===== config.mk =====
export PLATFORM = sky130hd
export DESIGN_NAME = spi_slave_fsm_flat
export DESIGN_NICKNAME = d
export VERILOG_FILES = /design/src/rtl/spi_slave_fsm_if.sv /design/src/rtl/spi_slave_fsm.sv /design/src/flat_wrapper.sv
export SDC_FILE = /design/constraint.sdc
export NUM_CORES = 1
export LEC_CHECK = 0
export ABC_AREA = 0
export ABC_CLOCK_PERIOD_IN_PS = 2250
export BUFFER_PORTS_ARGS = -buffer_cell sky130_fd_sc_hd__clkbuf_2
export CORE_UTILIZATION = 56
export DETAILED_ROUTE_END_ITERATION = 10
export PLACE_DENSITY = 0.84
export SYNTH_ARGS = -nofsm -noshare
export SYNTH_HDL_FRONTEND = slang
export SYNTH_SLANG_ARGS = --single-unit

===== constraint.sdc =====
create_clock -name clk -period 2.25 [get_ports clk]
set_input_delay 0.1125 -clock clk [delete_from_list [all_inputs] [get_ports clk]]
set_output_delay 0.1125 -clock clk [all_outputs]
set_load 0.02 [all_outputs]

===== src/rtl/spi_slave_fsm_if.sv =====
// SPI slave front-end bus: serial pins plus the command/read-data handshake
// toward the single-port RAM. Optional macro SPI_ABORT_FLAG_EN adds abort_err.
interface spi_slave_fsm_if #(
    parameter int RX_W = 10,
    parameter int TX_W = 8
);
    logic            SS_n;
    logic            MOSI;
    logic            MISO;
    logic [RX_W-1:0] rx_data;
    logic            rx_valid;
    logic [TX_W-1:0] tx_data;
    logic            tx_valid;
`ifdef SPI_ABORT_FLAG_EN
    logic            abort_err;

    modport slave (
        input  SS_n, MOSI, tx_data, tx_valid,
        output MISO, rx_data, rx_valid, abort_err
    );

    modport master (
        output SS_n, MOSI, tx_data, tx_valid,
        input  MISO, rx_data, rx_valid, abort_err
    );
`else
    modport slave (
        input  SS_n, MOSI, tx_data, tx_valid,
        output MISO, rx_data, rx_valid
    );

    modport master (
        output SS_n, MOSI, tx_data, tx_valid,
        input  MISO, rx_data, rx_valid
    );
`endif
endinterface


===== src/rtl/spi_slave_fsm.sv =====
// SPI slave serial front end: deserialises SS_n-framed MOSI frames into
// RX_W-bit command words and shifts the RAM read byte out on MISO, MSB first.
// Optional macro SPI_ABORT_FLAG_EN adds a one-cycle abort_err pulse when a
// frame or shift-out is cut short by SS_n rising.
module spi_slave_fsm #(
    parameter int RX_W        = 10,
    parameter int TX_W        = 8,
    parameter int TX_WAIT_MAX = 4
) (
    input  logic           clk,
    input  logic           rst,
    spi_slave_fsm_if.slave bus
);

    typedef enum logic [2:0] {
        IDLE      = 3'd0,
        CHK_CMD   = 3'd1,
        WRITE     = 3'd2,
        READ_ADD  = 3'd3,
        READ_DATA = 3'd4
    } state_t;

    // Sub-phase inside the data states: receiving bits, waiting for the RAM
    // read byte, shifting it out, or finished and waiting for SS_n to rise.
    typedef enum logic [1:0] {
        PH_RX    = 2'd0,
        PH_WAIT  = 2'd1,
        PH_SHIFT = 2'd2,
        PH_DONE  = 2'd3
    } phase_t;

    // One counter serves bit reception, the tx_valid wait and the shift-out.
    localparam int MAX_A   = ((RX_W - 1) > TX_W) ? (RX_W - 1) : TX_W;
    localparam int CNT_MAX = (MAX_A > TX_WAIT_MAX) ? MAX_A : TX_WAIT_MAX;
    localparam int CNT_W   = $clog2(CNT_MAX + 1);

    localparam logic [CNT_W-1:0] RX_LAST   = CNT_W'(RX_W - 1);
    localparam logic [CNT_W-1:0] WAIT_LAST = CNT_W'(TX_WAIT_MAX - 1);
    localparam logic [CNT_W-1:0] TX_LEN    = CNT_W'(TX_W);
    localparam logic [CNT_W-1:0] CNT_ONE   = CNT_W'(1);

    state_t            state_q, state_d;
    phase_t            phase_q, phase_d;
    logic [CNT_W-1:0]  cnt_q, cnt_d;
    logic [RX_W-1:0]   rx_sr_q, rx_sr_d;
    logic [RX_W-1:0]   rx_data_q, rx_data_d;
    logic              rx_valid_q, rx_valid_d;
    logic [TX_W-1:0]   tx_sr_q, tx_sr_d;
    logic              miso_q, miso_d;
    logic              rd_addr_seen_q, rd_addr_seen_d;
    logic              abort_q, abort_d;
    logic              ss_abort;

    // SS_n high outside IDLE terminates whatever the FSM is doing.
    assign ss_abort = (state_q != IDLE) && bus.SS_n;

    // State register.
    always_ff @(posedge clk or posedge rst) begin
        if (rst) begin
            state_q <= IDLE;
        end else begin
            state_q <= state_d;
        end
    end

    // Next-state logic: frame start, command decode and SS_n abort.
    always_comb begin
        state_d = state_q;
        if (ss_abort) begin
            state_d = IDLE;
        end else begin
            case (state_q)
                IDLE: begin
                    if (!bus.SS_n) begin
                        state_d = CHK_CMD;
                    end
                end
                CHK_CMD: begin
                    if (!bus.MOSI) begin
                        state_d = WRITE;
                    end else if (rd_addr_seen_q) begin
                        state_d = READ_DATA;
                    end else begin
                        state_d = READ_ADD;
                    end
                end
                default: state_d = state_q;
            endcase
        end
    end

    // Output/datapath logic: bit shifting, word capture, read handshake, MISO.
    always_comb begin
        phase_d        = phase_q;
        cnt_d          = cnt_q;
        rx_sr_d        = rx_sr_q;
        rx_data_d      = rx_data_q;
        rx_valid_d     = 1'b0;
        tx_sr_d        = tx_sr_q;
        miso_d         = miso_q;
        rd_addr_seen_d = rd_addr_seen_q;
        abort_d        = 1'b0;
        if (ss_abort) begin
            // Partial frames are dropped; a completed frame keeps its effects.
            phase_d = PH_RX;
            cnt_d   = '0;
            miso_d  = 1'b0;
            abort_d = (phase_q == PH_RX) || (phase_q == PH_SHIFT);
        end else begin
            case (state_q)
                IDLE: begin
                    phase_d = PH_RX;
                    cnt_d   = '0;
                    miso_d  = 1'b0;
                end
                CHK_CMD: begin
                    rx_sr_d = {rx_sr_q[RX_W-2:0], bus.MOSI};
                    cnt_d   = '0;
                    phase_d = PH_RX;
                end
                WRITE, READ_ADD, READ_DATA: begin
                    case (phase_q)
                        PH_RX: begin
                            if (cnt_q != RX_LAST) begin
                                rx_sr_d = {rx_sr_q[RX_W-2:0], bus.MOSI};
                                cnt_d   = cnt_q + CNT_ONE;
                            end else begin
                                rx_data_d  = rx_sr_q;
                                rx_valid_d = 1'b1;
                                cnt_d      = '0;
                                if (state_q == READ_ADD) begin
                                    rd_addr_seen_d = 1'b1;
                                end
                                if (state_q == READ_DATA) begin
                                    rd_addr_seen_d = 1'b0;
                                    phase_d        = PH_WAIT;
                                end else begin
                                    phase_d = PH_DONE;
                                end
                            end
                        end
                        PH_WAIT: begin
                            if (bus.tx_valid) begin
                                tx_sr_d = bus.tx_data;
                                cnt_d   = '0;
                                phase_d = PH_SHIFT;
                            end else if (cnt_q == WAIT_LAST) begin
                                phase_d = PH_DONE;
                            end else begin
                                cnt_d = cnt_q + CNT_ONE;
                            end
                        end
                        PH_SHIFT: begin
                            if (cnt_q != TX_LEN) begin
                                miso_d  = tx_sr_q[TX_W-1];
                                tx_sr_d = {tx_sr_q[TX_W-2:0], 1'b0};
                                cnt_d   = cnt_q + CNT_ONE;
                            end else begin
                                miso_d  = 1'b0;
                                cnt_d   = '0;
                                phase_d = PH_DONE;
                            end
                        end
                        default: begin
                            miso_d = 1'b0;
                        end
                    endcase
                end
                default: begin
                    phase_d = PH_RX;
                    cnt_d   = '0;
                    miso_d  = 1'b0;
                end
            endcase
        end
    end

    // Datapath and output registers.
    always_ff @(posedge clk or posedge rst) begin
        if (rst) begin
            phase_q        <= PH_RX;
            cnt_q          <= '0;
            rx_sr_q        <= '0;
            rx_data_q      <= '0;
            rx_valid_q     <= 1'b0;
            tx_sr_q        <= '0;
            miso_q         <= 1'b0;
            rd_addr_seen_q <= 1'b0;
            abort_q        <= 1'b0;
        end else begin
            phase_q        <= phase_d;
            cnt_q          <= cnt_d;
            rx_sr_q        <= rx_sr_d;
            rx_data_q      <= rx_data_d;
            rx_valid_q     <= rx_valid_d;
            tx_sr_q        <= tx_sr_d;
            miso_q         <= miso_d;
            rd_addr_seen_q <= rd_addr_seen_d;
            abort_q        <= abort_d;
        end
    end

    assign bus.MISO     = miso_q;
    assign bus.rx_data  = rx_data_q;
    assign bus.rx_valid = rx_valid_q;

`ifdef SPI_ABORT_FLAG_EN
    assign bus.abort_err = abort_q;
`else
    logic unused_abort;
    assign unused_abort = abort_q;
`endif

endmodule


===== src/flat_wrapper.sv =====
// flat-port wrapper written by rule: the top's interface ports become plain ports
module spi_slave_fsm_flat 
#(
    parameter int RX_W        = 10,
    parameter int TX_W        = 8,
    parameter int TX_WAIT_MAX = 4
)
  (clk, rst, bus_SS_n, bus_MOSI, bus_tx_data, bus_tx_valid, bus_MISO, bus_rx_data, bus_rx_valid);
  spi_slave_fsm_if #(.RX_W(RX_W), .TX_W(TX_W)) bus_i ();
  input  logic clk;
  input  logic rst;
  input wire logic [$bits(bus_i.SS_n)-1:0] bus_SS_n;
  input wire logic [$bits(bus_i.MOSI)-1:0] bus_MOSI;
  input wire logic [$bits(bus_i.tx_data)-1:0] bus_tx_data;
  input wire logic [$bits(bus_i.tx_valid)-1:0] bus_tx_valid;
  output wire logic [$bits(bus_i.MISO)-1:0] bus_MISO;
  output wire logic [$bits(bus_i.rx_data)-1:0] bus_rx_data;
  output wire logic [$bits(bus_i.rx_valid)-1:0] bus_rx_valid;
  assign bus_i.SS_n = bus_SS_n;
  assign bus_i.MOSI = bus_MOSI;
  assign bus_i.tx_data = bus_tx_data;
  assign bus_i.tx_valid = bus_tx_valid;
  assign bus_MISO = bus_i.MISO;
  assign bus_rx_data = bus_i.rx_data;
  assign bus_rx_valid = bus_i.rx_valid;
  spi_slave_fsm #(.RX_W(RX_W), .TX_W(TX_W), .TX_WAIT_MAX(TX_WAIT_MAX)) u_core (.clk(clk), .rst(rst), .bus(bus_i));
endmodule

==> impl_metrics.json <==
{
  "powerDensity_nw_per_um2": 665,
  "leakage_nw": 0.996,
  "cts_sinks": 40,
  "seq_area_frac_synth_pct": 52.4,
  "crit_path_end_kind": "flip-flop",
  "die_w_um": 60.4,
  "synth_top_area_share_pct": 52.4,
  "first_pass_iters": 4,
  "slowest_stage": "dfrtp_1",
  "dieArea_um2": 3650,
  "maxSlewViolCount": 0,
  "wl_per_cell_um": 13.7,
  "finalSetupViolations": 0,
  "syn_inst": 164,
  "synth_top_cell_by_area": "dfrtp_1",
  "antenna_found_initial": 0,
  "insertion_delay_ps": 350,
  "drc_errors": 0,
  "synth-seq-cells": 40,
  "critPathRequiredTime_ps": 2530,
  "critical_path_class": "flip-flop to flip-flop",
  "power.switching_mw": 0.377,
  "cts.path.max_buffers": 2,
  "path_max_fanout": 11,
  "status": "completed",
  "grt_pass1_wl_um": 5730,
  "fp-row-count": 20,
  "place.gp.congestion": 0.818,
  "slew_headroom_pct": 67.8,
  "finalCritPeriodShare_pct": 94.1,
  "vias": 1325,
  "boundaryPins": 25,
  "p_seq_share_pct": 62.4,
  "hp-class": "input port to flip-flop",
  "power_frac_comb_pct": 12.5,
  "hp-start": "bus_SS_n",
  "cp_cell_sequence": "or3b_4 -> a21o_2 -> a311o_1 -> a211o_1 -> o2bb2ai_1",
  "drive_gt1_share_pct": 25.5,
  "syn-num-nets": 183,
  "fin_skew_ps": 6.14,
  "first_global_vias": 1298,
  "fp.dieH_um": 60.4,
  "internal_power_mw": 1.05,
  "fin_nets": 214,
  "tightestPinTransition_ps": 482,
  "port_buffers": 24,
  "final_hold_viol_count": 0,
  "min_period_ps": 2120,
  "wl_um": 3290,
  "synth_edf_count": 0,
  "cp-start-kind": "flip-flop",
  "diodes": 0,
  "ff2ff_setup_slack_ps": 130,
  "grt_usage_pct": 22.2,
  "drt_iter0_drc": 77,
  "routed_via_density": 5.52,
  "root_buffer": "clkbuf_4",
  "cts_tree": "built",
  "synth-main-ff-cell": "dfrtp_1",
  "crit_arrival_ps": 2390,
  "maxCapViolCount": 0,
  "grt_setup_unrepaired": "no",
  "max_freq_ghz": 0.472,
  "netlist_area_um2": 1910,
  "grt_overflow_total": 0,
  "worstReg2RegStart": "u_core.state_q[0]$_DFFE_PP0P_",
  "avgSynthCellArea_um2": 11.6,
  "cp-startpoint": "u_core.state_q[0]$_DFFE_PP0P_",
  "core-area_um2": 3150,
  "initial_core_util_pct": 60.6,
  "whs_ps": 21.0,
  "cts-buffers-inserted": 5,
  "htree_levels": 2,
  "switching_share_pct": 26.4,
  "ant_nets": 0,
  "clkPwrFrac_pct": 25.1,
  "clkTransAtPathRegs_ps": 120,
  "async_flop_share_pct": 100,
  "critPathMaxStageDelay_ps": 480,
  "ys.warnings.count": 0,
  "synth.distinct_cells": 36,
  "tns_ps": 0,
  "max-vdd-ir-drop_v": 0.000413,
  "syn2layout_area_growth_pct": 12.4,
  "dp_hpwl_um": 2390,
  "grt_max_degree": 41,
  "yosys-top-cells-area": "dfrtp_1 52%, mux2_2 7.7%, mux2_1 4.1%, ha_1 3.9%, mux2i_1 3.7%"
}
==> through the flow <==
step | std cells | power, mW | cell area [µm²] | util, % | setup WS (ps)
2_1_floorplan | 164 | 1.02 | 1910 | - | 327
3_3_place_gp | 230 | 1.06 | 2070 | 65.7 | 258
3_5_place_dp | 230 | 1.08 | 2070 | 65.7 | 149
4_1_cts | 240 | 1.44 | 2140 | 68.0 | 127
5_1_grt | 240 | 1.52 | 2150 | 68.1 | 28.4
6_report | 240 | 1.43 | 2150 | 68.1 | 132
==> worst max-delay path: cells and delay by family (launching register included) <==
kind / cells / cell delay, ps
compound gates: 4 / 1100
flops: 1 / 480
simple gates: 1 / 460
==> kinds of logic after synthesis <==
family,share of synthesized area (%)
simple gates,12.9
buf+inv,3.28
mux,15.5
fa+ha+maj,3.93
flops,52.4
compound gates,12.0
==> what timing repair did <==
item	CTS	global route
setup buffers	0	0
gates resized for setup	0	1
hold endpoints to repair	41	0
endpoints found under the setup margin	0	2
hold buffers	2	0
==> sequential cells by signal, summed over array words and instances, names as in the netlist <==
signal,flops
u_core.rd_addr_seen_q,1
u_core.bus.MISO,1
u_core.rx_sr_q,10
u_core.tx_sr_q,8
u_core.cnt_q,4
u_core.bus.rx_valid,1
u_core.phase_q,2
u_core.bus.rx_data,10
u_core.state_q,3
==> path summary, 6_finish.rpt <==
check                                                     to  depth (start not counted)
max                              u_core.cnt_q[2]$_DFFE_PP0P_                          5
min                            u_core.state_q[0]$_DFFE_PP0P_                          2
max reg2reg                      u_core.cnt_q[2]$_DFFE_PP0P_                          5
min reg2reg                u_core.bus.rx_data[0]$_DFFE_PP0P_                          1
max in group asynchronous      u_core.tx_sr_q[0]$_DFFE_PP0P_                          4
min in group asynchronous      u_core.rx_sr_q[6]$_DFFE_PP0P_                          4
==> Yosys cell counts, types with 5 or more instances <==
cell and instances:
a21oi_1 5, dfrtp_1 40, ha_1 6, inv_1 7, mux2_1 7, mux2_2 13, mux2i_1 7, nand2_1 15
nand2b_1 6, nor2_1 7, o21ai_0 5, o21ai_1 9
==> layout make-up <==
cell class / instances / area [µm²]
Fill cell: 239 / 1010
Sequential cell: 40 / 1000
Multi-Input combinational cell: 112 / 847
Timing Repair Buffer: 29 / 163
Tap cell: 44 / 55.1
Clock buffer: 7 / 45.0
Inverter: 7 / 26.3
Clock inverter: 1 / 8.76
==> per-layer routing <==
| layer | part of all wire [%] | track usage [%] | vias to the layer above |
|---|---|---|---|
| met3 | 5.1 | 8.10 | 5 |
| met2 | 48 | 32.7 | 37 |
| met1 | 46 | 29.4 | 636 |
| met5 | 0 | 0 | - |
| met4 | 1.6 | 10.6 | 0 |
| li1 | - | - | 647 |
==> placed cells by master, fill, tap and decap left out, types with 6 or more instances in the layout <==
| master | instances |
|---|---|
| mux2_1 | 7 |
| mux2_2 | 13 |
| clkbuf_2 | 24 |
| ha_1 | 6 |
| mux2i_1 | 7 |
| nand2b_1 | 6 |
| dfrtp_1 | 40 |
| nor2_1 | 7 |
| nand2_1 | 15 |
| o21ai_1 | 9 |
| inv_1 | 7 |
==> power groups by stage <==
stage	clock, mW	combinational [mW]	sequential, mW
2_1_floorplan	0	0.142	0.880
3_3_place_gp	0	0.166	0.894
3_5_place_dp	0	0.179	0.906
4_1_cts	0.368	0.182	0.891
5_1_grt	0.403	0.201	0.911
6_report	0.358	0.178	0.891
No activity file was read; power rests on OpenSTA's default activity.
